--- src/rtl/network_sequencer_if.sv ---
// network_sequencer_if: groups the control, spike and classification signals
// of network_sequencer. The master modport drives enable/start/window_len/
// spikes_in; the slave modport (the sequencer) returns the layer enables,
// the output-valid strobe, the spike counters and the classification result.
interface network_sequencer_if #(
    parameter int NUM_LAYERS = 3,
    parameter int N          = 8,
    parameter int CNT_W      = 8,
    parameter int WIN_W      = 8
);
    localparam int CLS_W = (N > 1) ? $clog2(N) : 1;

    logic                   enable;
    logic                   start;
    logic [WIN_W-1:0]       window_len;
    logic [N-1:0]           spikes_in;
    logic [NUM_LAYERS-1:0]  layer_enable;
    logic                   output_data_ready;
    logic [N*CNT_W-1:0]     spike_counts;
    logic [CLS_W-1:0]       class_out;
    logic                   class_valid;
    logic                   busy;

    modport master (
        output enable, start, window_len, spikes_in,
        input  layer_enable, output_data_ready, spike_counts,
               class_out, class_valid, busy
    );

    modport slave (
        input  enable, start, window_len, spikes_in,
        output layer_enable, output_data_ready, spike_counts,
               class_out, class_valid, busy
    );
endinterface

--- src/rtl/network_sequencer.sv ---
// network_sequencer: staggers enables through NUM_LAYERS cascaded layers,
// counts final-layer spikes over a window of output-valid samples, then
// scans the counters one neuron per cycle and reports the winning index.
// Optional macro SPIKE_CNT_SATURATE_EN: counters saturate at 2^CNT_W-1
// instead of wrapping.
module network_sequencer #(
    parameter int NUM_LAYERS = 3,
    parameter int N          = 8,
    parameter int CNT_W      = 8,
    parameter int WIN_W      = 8
) (
    input  logic                 clk,
    input  logic                 reset,
    network_sequencer_if.slave   bus
);
    localparam int CLS_W = (N > 1) ? $clog2(N) : 1;

    typedef enum logic [1:0] {
        IDLE   = 2'd0,
        RUN    = 2'd1,
        DECIDE = 2'd2,
        DONE   = 2'd3
    } state_t;

    state_t                state_r;
    logic [CNT_W-1:0]      cnt_r [N];
    logic [WIN_W-1:0]      win_r;
    logic [WIN_W-1:0]      samp_r;
    logic [CLS_W-1:0]      scan_r;
    logic [CLS_W-1:0]      best_idx_r;
    logic [CNT_W-1:0]      best_cnt_r;
    logic [CLS_W-1:0]      class_r;
    logic                  valid_r;
    logic                  busy_r;
    logic                  ready_r;
    logic [NUM_LAYERS-1:0] le_s;
    logic [CNT_W-1:0]      cand_s;
    logic [CLS_W-1:0]      nb_idx_s;
    logic [CNT_W-1:0]      nb_cnt_s;
    logic [N*CNT_W-1:0]    counts_s;
    logic                  last_samp_s;

    // Adds one spike to a counter, wrapping or saturating on overflow.
    function automatic logic [CNT_W-1:0] cnt_add(input logic [CNT_W-1:0] c,
                                                 input logic spk);
`ifdef SPIKE_CNT_SATURATE_EN
        if (spk && (c != {CNT_W{1'b1}})) begin
            return c + CNT_W'(1);
        end else begin
            return c;
        end
`else
        return c + CNT_W'(spk);
`endif
    endfunction

    // Layer 0 follows enable directly; each deeper layer is one register later.
    generate
        if (NUM_LAYERS > 1) begin : g_pipe
            logic [NUM_LAYERS-1:1] pipe_r;

            // Shift the enable one layer deeper per clock.
            always_ff @(posedge clk) begin
                if (reset) begin
                    pipe_r <= '0;
                end else begin
                    pipe_r <= le_s[NUM_LAYERS-2:0];
                end
            end

            assign le_s = {pipe_r, bus.enable};
        end else begin : g_nopipe
            assign le_s = bus.enable;
        end
    endgenerate

    // Final-layer output is valid one clock after the last layer is enabled.
    always_ff @(posedge clk) begin
        if (reset) begin
            ready_r <= 1'b0;
        end else begin
            ready_r <= le_s[NUM_LAYERS-1];
        end
    end

    // Compare the neuron under scan against the running best (strictly greater wins).
    always_comb begin
        cand_s   = cnt_r[scan_r];
        nb_idx_s = best_idx_r;
        nb_cnt_s = best_cnt_r;
        if (cand_s > best_cnt_r) begin
            nb_idx_s = scan_r;
            nb_cnt_s = cand_s;
        end else begin
            nb_idx_s = best_idx_r;
            nb_cnt_s = best_cnt_r;
        end
    end

    // Detect that the sample about to be taken closes the window.
    always_comb begin
        last_samp_s = (({1'b0, samp_r} + {{WIN_W{1'b0}}, 1'b1}) == {1'b0, win_r});
    end

    // Window sequencing FSM: accept start, count samples, scan, report.
    always_ff @(posedge clk) begin
        if (reset) begin
            state_r    <= IDLE;
            for (int i = 0; i < N; i++) begin
                cnt_r[i] <= '0;
            end
            win_r      <= '0;
            samp_r     <= '0;
            scan_r     <= '0;
            best_idx_r <= '0;
            best_cnt_r <= '0;
            class_r    <= '0;
            valid_r    <= 1'b0;
            busy_r     <= 1'b0;
        end else begin
            case (state_r)
                IDLE: begin
                    valid_r <= 1'b0;
                    if (bus.start) begin
                        for (int i = 0; i < N; i++) begin
                            cnt_r[i] <= '0;
                        end
                        samp_r  <= '0;
                        win_r   <= (bus.window_len == '0) ? WIN_W'(1) : bus.window_len;
                        busy_r  <= 1'b1;
                        state_r <= RUN;
                    end else begin
                        busy_r  <= 1'b0;
                    end
                end
                RUN: begin
                    if (ready_r) begin
                        for (int i = 0; i < N; i++) begin
                            cnt_r[i] <= cnt_add(cnt_r[i], bus.spikes_in[i]);
                        end
                        samp_r <= samp_r + WIN_W'(1);
                        if (last_samp_s) begin
                            scan_r     <= '0;
                            best_idx_r <= '0;
                            best_cnt_r <= '0;
                            state_r    <= DECIDE;
                        end
                    end
                end
                DECIDE: begin
                    best_idx_r <= nb_idx_s;
                    best_cnt_r <= nb_cnt_s;
                    scan_r     <= scan_r + CLS_W'(1);
                    if (scan_r == CLS_W'(N - 1)) begin
                        class_r <= nb_idx_s;
                        valid_r <= 1'b1;
                        state_r <= DONE;
                    end
                end
                DONE: begin
                    valid_r <= 1'b0;
                    busy_r  <= 1'b0;
                    state_r <= IDLE;
                end
                default: begin
                    valid_r <= 1'b0;
                    busy_r  <= 1'b0;
                    state_r <= IDLE;
                end
            endcase
        end
    end

    // Pack the per-neuron counters onto the flat output bus.
    always_comb begin
        counts_s = '0;
        for (int i = 0; i < N; i++) begin
            counts_s[i*CNT_W +: CNT_W] = cnt_r[i];
        end
    end

    assign bus.layer_enable      = le_s;
    assign bus.output_data_ready = ready_r;
    assign bus.spike_counts      = counts_s;
    assign bus.class_out         = class_r;
    assign bus.class_valid       = valid_r;
    assign bus.busy              = busy_r;
endmodule
--- src/flat_wrapper.sv ---
// flat-port wrapper written by rule: the top's interface ports become plain ports
module network_sequencer_flat 
#(
    parameter int NUM_LAYERS = 3,
    parameter int N          = 8,
    parameter int CNT_W      = 8,
    parameter int WIN_W      = 8
)
  (clk, reset, bus_enable, bus_start, bus_window_len, bus_spikes_in, bus_layer_enable, bus_output_data_ready, bus_spike_counts, bus_class_out, bus_class_valid, bus_busy);
  network_sequencer_if #(.NUM_LAYERS(NUM_LAYERS), .N(N), .CNT_W(CNT_W), .WIN_W(WIN_W)) bus_i ();
  input  logic clk;
  input  logic reset;
  input wire logic [$bits(bus_i.enable)-1:0] bus_enable;
  input wire logic [$bits(bus_i.start)-1:0] bus_start;
  input wire logic [$bits(bus_i.window_len)-1:0] bus_window_len;
  input wire logic [$bits(bus_i.spikes_in)-1:0] bus_spikes_in;
  output wire logic [$bits(bus_i.layer_enable)-1:0] bus_layer_enable;
  output wire logic [$bits(bus_i.output_data_ready)-1:0] bus_output_data_ready;
  output wire logic [$bits(bus_i.spike_counts)-1:0] bus_spike_counts;
  output wire logic [$bits(bus_i.class_out)-1:0] bus_class_out;
  output wire logic [$bits(bus_i.class_valid)-1:0] bus_class_valid;
  output wire logic [$bits(bus_i.busy)-1:0] bus_busy;
  assign bus_i.enable = bus_enable;
  assign bus_i.start = bus_start;
  assign bus_i.window_len = bus_window_len;
  assign bus_i.spikes_in = bus_spikes_in;
  assign bus_layer_enable = bus_i.layer_enable;
  assign bus_output_data_ready = bus_i.output_data_ready;
  assign bus_spike_counts = bus_i.spike_counts;
  assign bus_class_out = bus_i.class_out;
  assign bus_class_valid = bus_i.class_valid;
  assign bus_busy = bus_i.busy;
  network_sequencer #(.NUM_LAYERS(NUM_LAYERS), .N(N), .CNT_W(CNT_W), .WIN_W(WIN_W)) u_core (.clk(clk), .reset(reset), .bus(bus_i));
endmodule
--- config.mk ---
export PLATFORM = sky130hd
export DESIGN_NAME = network_sequencer_flat
export DESIGN_NICKNAME = d
export VERILOG_FILES = /design/src/rtl/network_sequencer_if.sv /design/src/rtl/network_sequencer.sv /design/src/flat_wrapper.sv
export SDC_FILE = /design/constraint.sdc
export NUM_CORES = 1
export LEC_CHECK = 0
export CAP_MARGIN = 0
export CORE_MARGIN = 3
export CORE_UTILIZATION = 37
export DETAILED_ROUTE_END_ITERATION = 7
export PLACE_DENSITY = 0.56
export SLEW_MARGIN = 5
export SYNTH_ARGS = -nofsm -noshare
export SYNTH_HDL_FRONTEND = slang
export SYNTH_SLANG_ARGS = --single-unit
--- constraint.sdc ---
create_clock -name clk -period 8.8 [get_ports clk]
set_input_delay 1.32 -clock clk [delete_from_list [all_inputs] [get_ports clk]]
set_output_delay 1.32 -clock clk [all_outputs]
set_load 0.02 [all_outputs]
==> results.json <==
{
  "synth_top_area_frac": 0.289,
  "hold_path_startpoint": "u_core.win_r[7]",
  "fin_skew_ns": 0.0119,
  "critPathTopFamily": "buffers and inverters",
  "cp-start-kind": "input pin",
  "multiInputGateArea_um2": 2920,
  "worstSetupPathType": "input pin to output pin",
  "synth-seq-cells": 107,
  "ys_seq_area_frac": 0.464,
  "vias": 4421,
  "slowest_stage": "clkdlybuf4s50_1",
  "hold-path-cell-count": 2,
  "power_density_nw_per_um2": 209,
  "rr_worst_depth": 9,
  "die_h_um": 131,
  "crit_path_end_kind": "output pin",
  "cp_max_fo": 2,
  "synthToLayoutAreaGrowth_pct": 23.4,
  "hold-worst-slack_ns": 0.471,
  "crit_top_cell": "clkdlybuf4s50_1",
  "netlist_instances": 560,
  "crit_arrival_ns": 2.39,
  "clk_latency_ns": 0.35,
  "ys.flop_type": "edfxtp_1",
  "core-area_um2": 15300,
  "cts.repair.resized": 0,
  "startpoint": "bus_enable",
  "drv_slew": 0,
  "wire_per_inst_um": 17.3,
  "clock_path_buffers": 2,
  "wirelength_um": 14700,
  "die_x_um": 131,
  "first_pass_iters": 4,
  "syn_area_um2": 5820,
  "drc": 0,
  "start_util": 0.380,
  "cp.depth": 2,
  "yosysTopAreaCell": "edfxtp_1",
  "maxCapViolations": 0,
  "hp-class": "flip-flop to flip-flop",
  "cts_hold_buf": 0,
  "fmax_mhz": 269,
  "synthSimpleGateAreaFrac": 0.187,
  "core.rowCount": 45,
  "detail-route-antenna-nets": 0,
  "seqCellArea_um2": 2700,
  "synth_fp_nets": 611,
  "finalNonFillerCells": 851,
  "place_congestion": 0.785,
  "muxShareOfSynthArea": 0.0840,
  "synthTopCellsByArea": "edfxtp_1 (29%), dfxtp_1 (18%), ha_1 (6.7%)",
  "period_share": 0.422,
  "power.leakage_nw": 2.51,
  "synthAdderAreaFrac": 0.0666,
  "post_cts_buffers": 0,
  "slew_headroom": 0.206,
  "clkSinkCount": 107,
  "place_hpwl_um": 10700,
  "antennaDiodeCount": 0,
  "yosys.cell_types.count": 52,
  "clkSlewWorstSetupHoldPaths_ns": 0.07,
  "synth_edf_count": 56,
  "grt-ovfl-total": 0,
  "drive_gt1_frac": 0.0766,
  "required_ns": 7.48,
  "grt_pass1_vias": 4452,
  "tns_ns": 0,
  "rsz0062_at_grt": "false",
  "grt_pass1_wl_um": 23800,
  "grt_max_degree": 57,
  "nets": 687,
  "cts_tree": "yes",
  "crit_chain": "clkdlybuf4s50_1 -> clkdlybuf4s50_1",
  "crit_buf_inv": 2,
  "vias_per_cell": 5.20,
  "syn_area_per_cell_um2": 10.4,
  "dieArea_um2": 17300,
  "synthTopCellsByCount": "nor2_1 (71), edfxtp_1 (56), dfxtp_1 (51)",
  "fin_crit_ns": 3.71,
  "setup_viol": 0,
  "peakVddDrop_mv": 0.101,
  "initialDrtViolationCount": 269,
  "hold_viol": 0,
  "io_buffers": 92,
  "cts_root_buf": "clkbuf_16",
  "synth-async-reset-ratio": 0,
  "ys_warn_count": 0,
  "num-fill-cells": 1476,
  "synth.most_common_cell": "nor2_1",
  "synth_compound_area_frac": 0.0812,
  "htree_levels": 3,
  "post-place-cells": 836,
  "outcome": "finished clean",
  "antenna_found_initial": 0,
  "cts_buffers": 9,
  "synth_top_family_by_area": "simple AND/OR/NAND/NOR gates",
  "track_usage": 0.171,
  "synth-xor-area-share": 0.0827,
  "max_stage_delay_ns": 0.60,
  "io_pins": 93,
  "worst_pin_slew_ns": 1.18
}
==> final cells by class <==
cell class                      count  area share
Inverter                           17     0.00888
Sequential cell                   107       0.376
Multi-Input combinational cell    407       0.406
Clock buffer                        9      0.0313
Timing Repair Buffer               94       0.130
Clock inverter                      6      0.0101
Tap cell                          211      0.0367
==> flip-flops by register name, indices dropped and copies added (netlist names), named ones only <==
name / cells
u_core.best_cnt_r: 8
u_core.best_idx_r: 3
u_core.bus.busy: 1
u_core.bus.class_out: 3
u_core.bus.class_valid: 1
u_core.bus.output_data_ready: 1
u_core.cnt_r: 64
u_core.g_pipe.pipe_r: 2
u_core.samp_r: 8
u_core.scan_r: 3
u_core.state_r: 2
u_core.win_r: 8
==> where the power goes <==
part / internal [mW] / leakage [nW] / total (mW) / switching [mW]
sequential: 0.599 / 1.02 / 0.686 / 0.0864
combinational: 0.175 / 1.34 / 0.400 / 0.226
clock: 0.224 / 0.149 / 0.416 / 0.192
total: 0.998 / 2.51 / 1.50 / 0.504
==> cell usage in the layout (no fill, tap or decap), drive strengths merged, types with 2 or more instances in the layout <==
master | Yosys | routed
clkdlybuf4s50 | 0 | 92
nor2 | 71 | 71
edfxtp | 56 | 56
dfxtp | 51 | 51
xor2 | 40 | 40
nand3 | 40 | 40
nand2 | 33 | 33
ha | 31 | 31
a21oi | 31 | 31
inv | 17 | 21
and2 | 17 | 17
mux4 | 16 | 16
xnor2 | 15 | 15
nand2b | 14 | 14
o21ai | 11 | 11
and3 | 9 | 9
clkbuf | 23 | 9
o32ai | 9 | 9
or3 | 9 | 9
mux2 | 7 | 7
nand4 | 7 | 7
mux2i | 5 | 5
a211oi | 5 | 5
nor2b | 4 | 4
o31ai | 3 | 3
nor4 | 3 | 3
or2 | 3 | 3
nor3b | 2 | 2
o211ai | 2 | 2
nand3b | 2 | 2
or4 | 2 | 2
o21a | 2 | 2
nor3 | 2 | 2
buf | 6 | 2
and4 | 2 | 2
==> worst register-to-register path, stage by stage (launching register included) <==
cell	delay [ns]
dfxtp_1	0.91
mux4_2	0.62
mux2_2	0.30
ha_1	0.31
nor2b_1	0.13
o211ai_1	0.14
a21oi_1	0.09
o22ai_1	0.53
a21oi_2	0.26
o32ai_1	0.30
==> cell families (layout without fill, tap and decap cells) <==
| family | after synthesis | count (layout) |
|---|---|---|
| flip-flops | 107 | 107 |
| adder cells (fa/ha/maj) | 31 | 31 |
| AO/OA/AOI/OAI | 73 | 73 |
| buffers and inverters | 46 | 126 |
| multiplexers | 28 | 28 |
| AND/OR/NAND/NOR | 220 | 220 |
| XOR/XNOR | 55 | 55 |
==> per-stage QoR <==
stage               area [um^2]  power [mW]  utilization  setup slack (ns)
finish                     7180        1.50        0.469              5.09
global route               7180        1.58        0.469              4.73
CTS                        7180        1.52        0.469              5.05
detailed placement         6890        1.10        0.450              5.07
global placement           6890        1.09        0.450              5.09
floorplan                  5820       0.922            -              5.34
==> final timing paths <==
kind                                to  slack [ns]
hold reg to reg        u_core.win_r[7]        0.47
setup / recovery   bus_layer_enable[0]        5.09
hold / removal         u_core.win_r[7]        0.47
setup reg to reg  u_core.best_idx_r[2]        5.09
==> metal layers <==
| layer | GRT usage | routed length, um | part of all wire |
|---|---|---|---|
| met5 | 0 | 0 | 0 |
| met4 | 0.0403 | 182 | 0.012 |
| met3 | 0.0387 | 648 | 0.044 |
| met2 | 0.286 | 7000 | 0.48 |
| met1 | 0.226 | 6890 | 0.47 |
(Power assumes the default switching activity.)
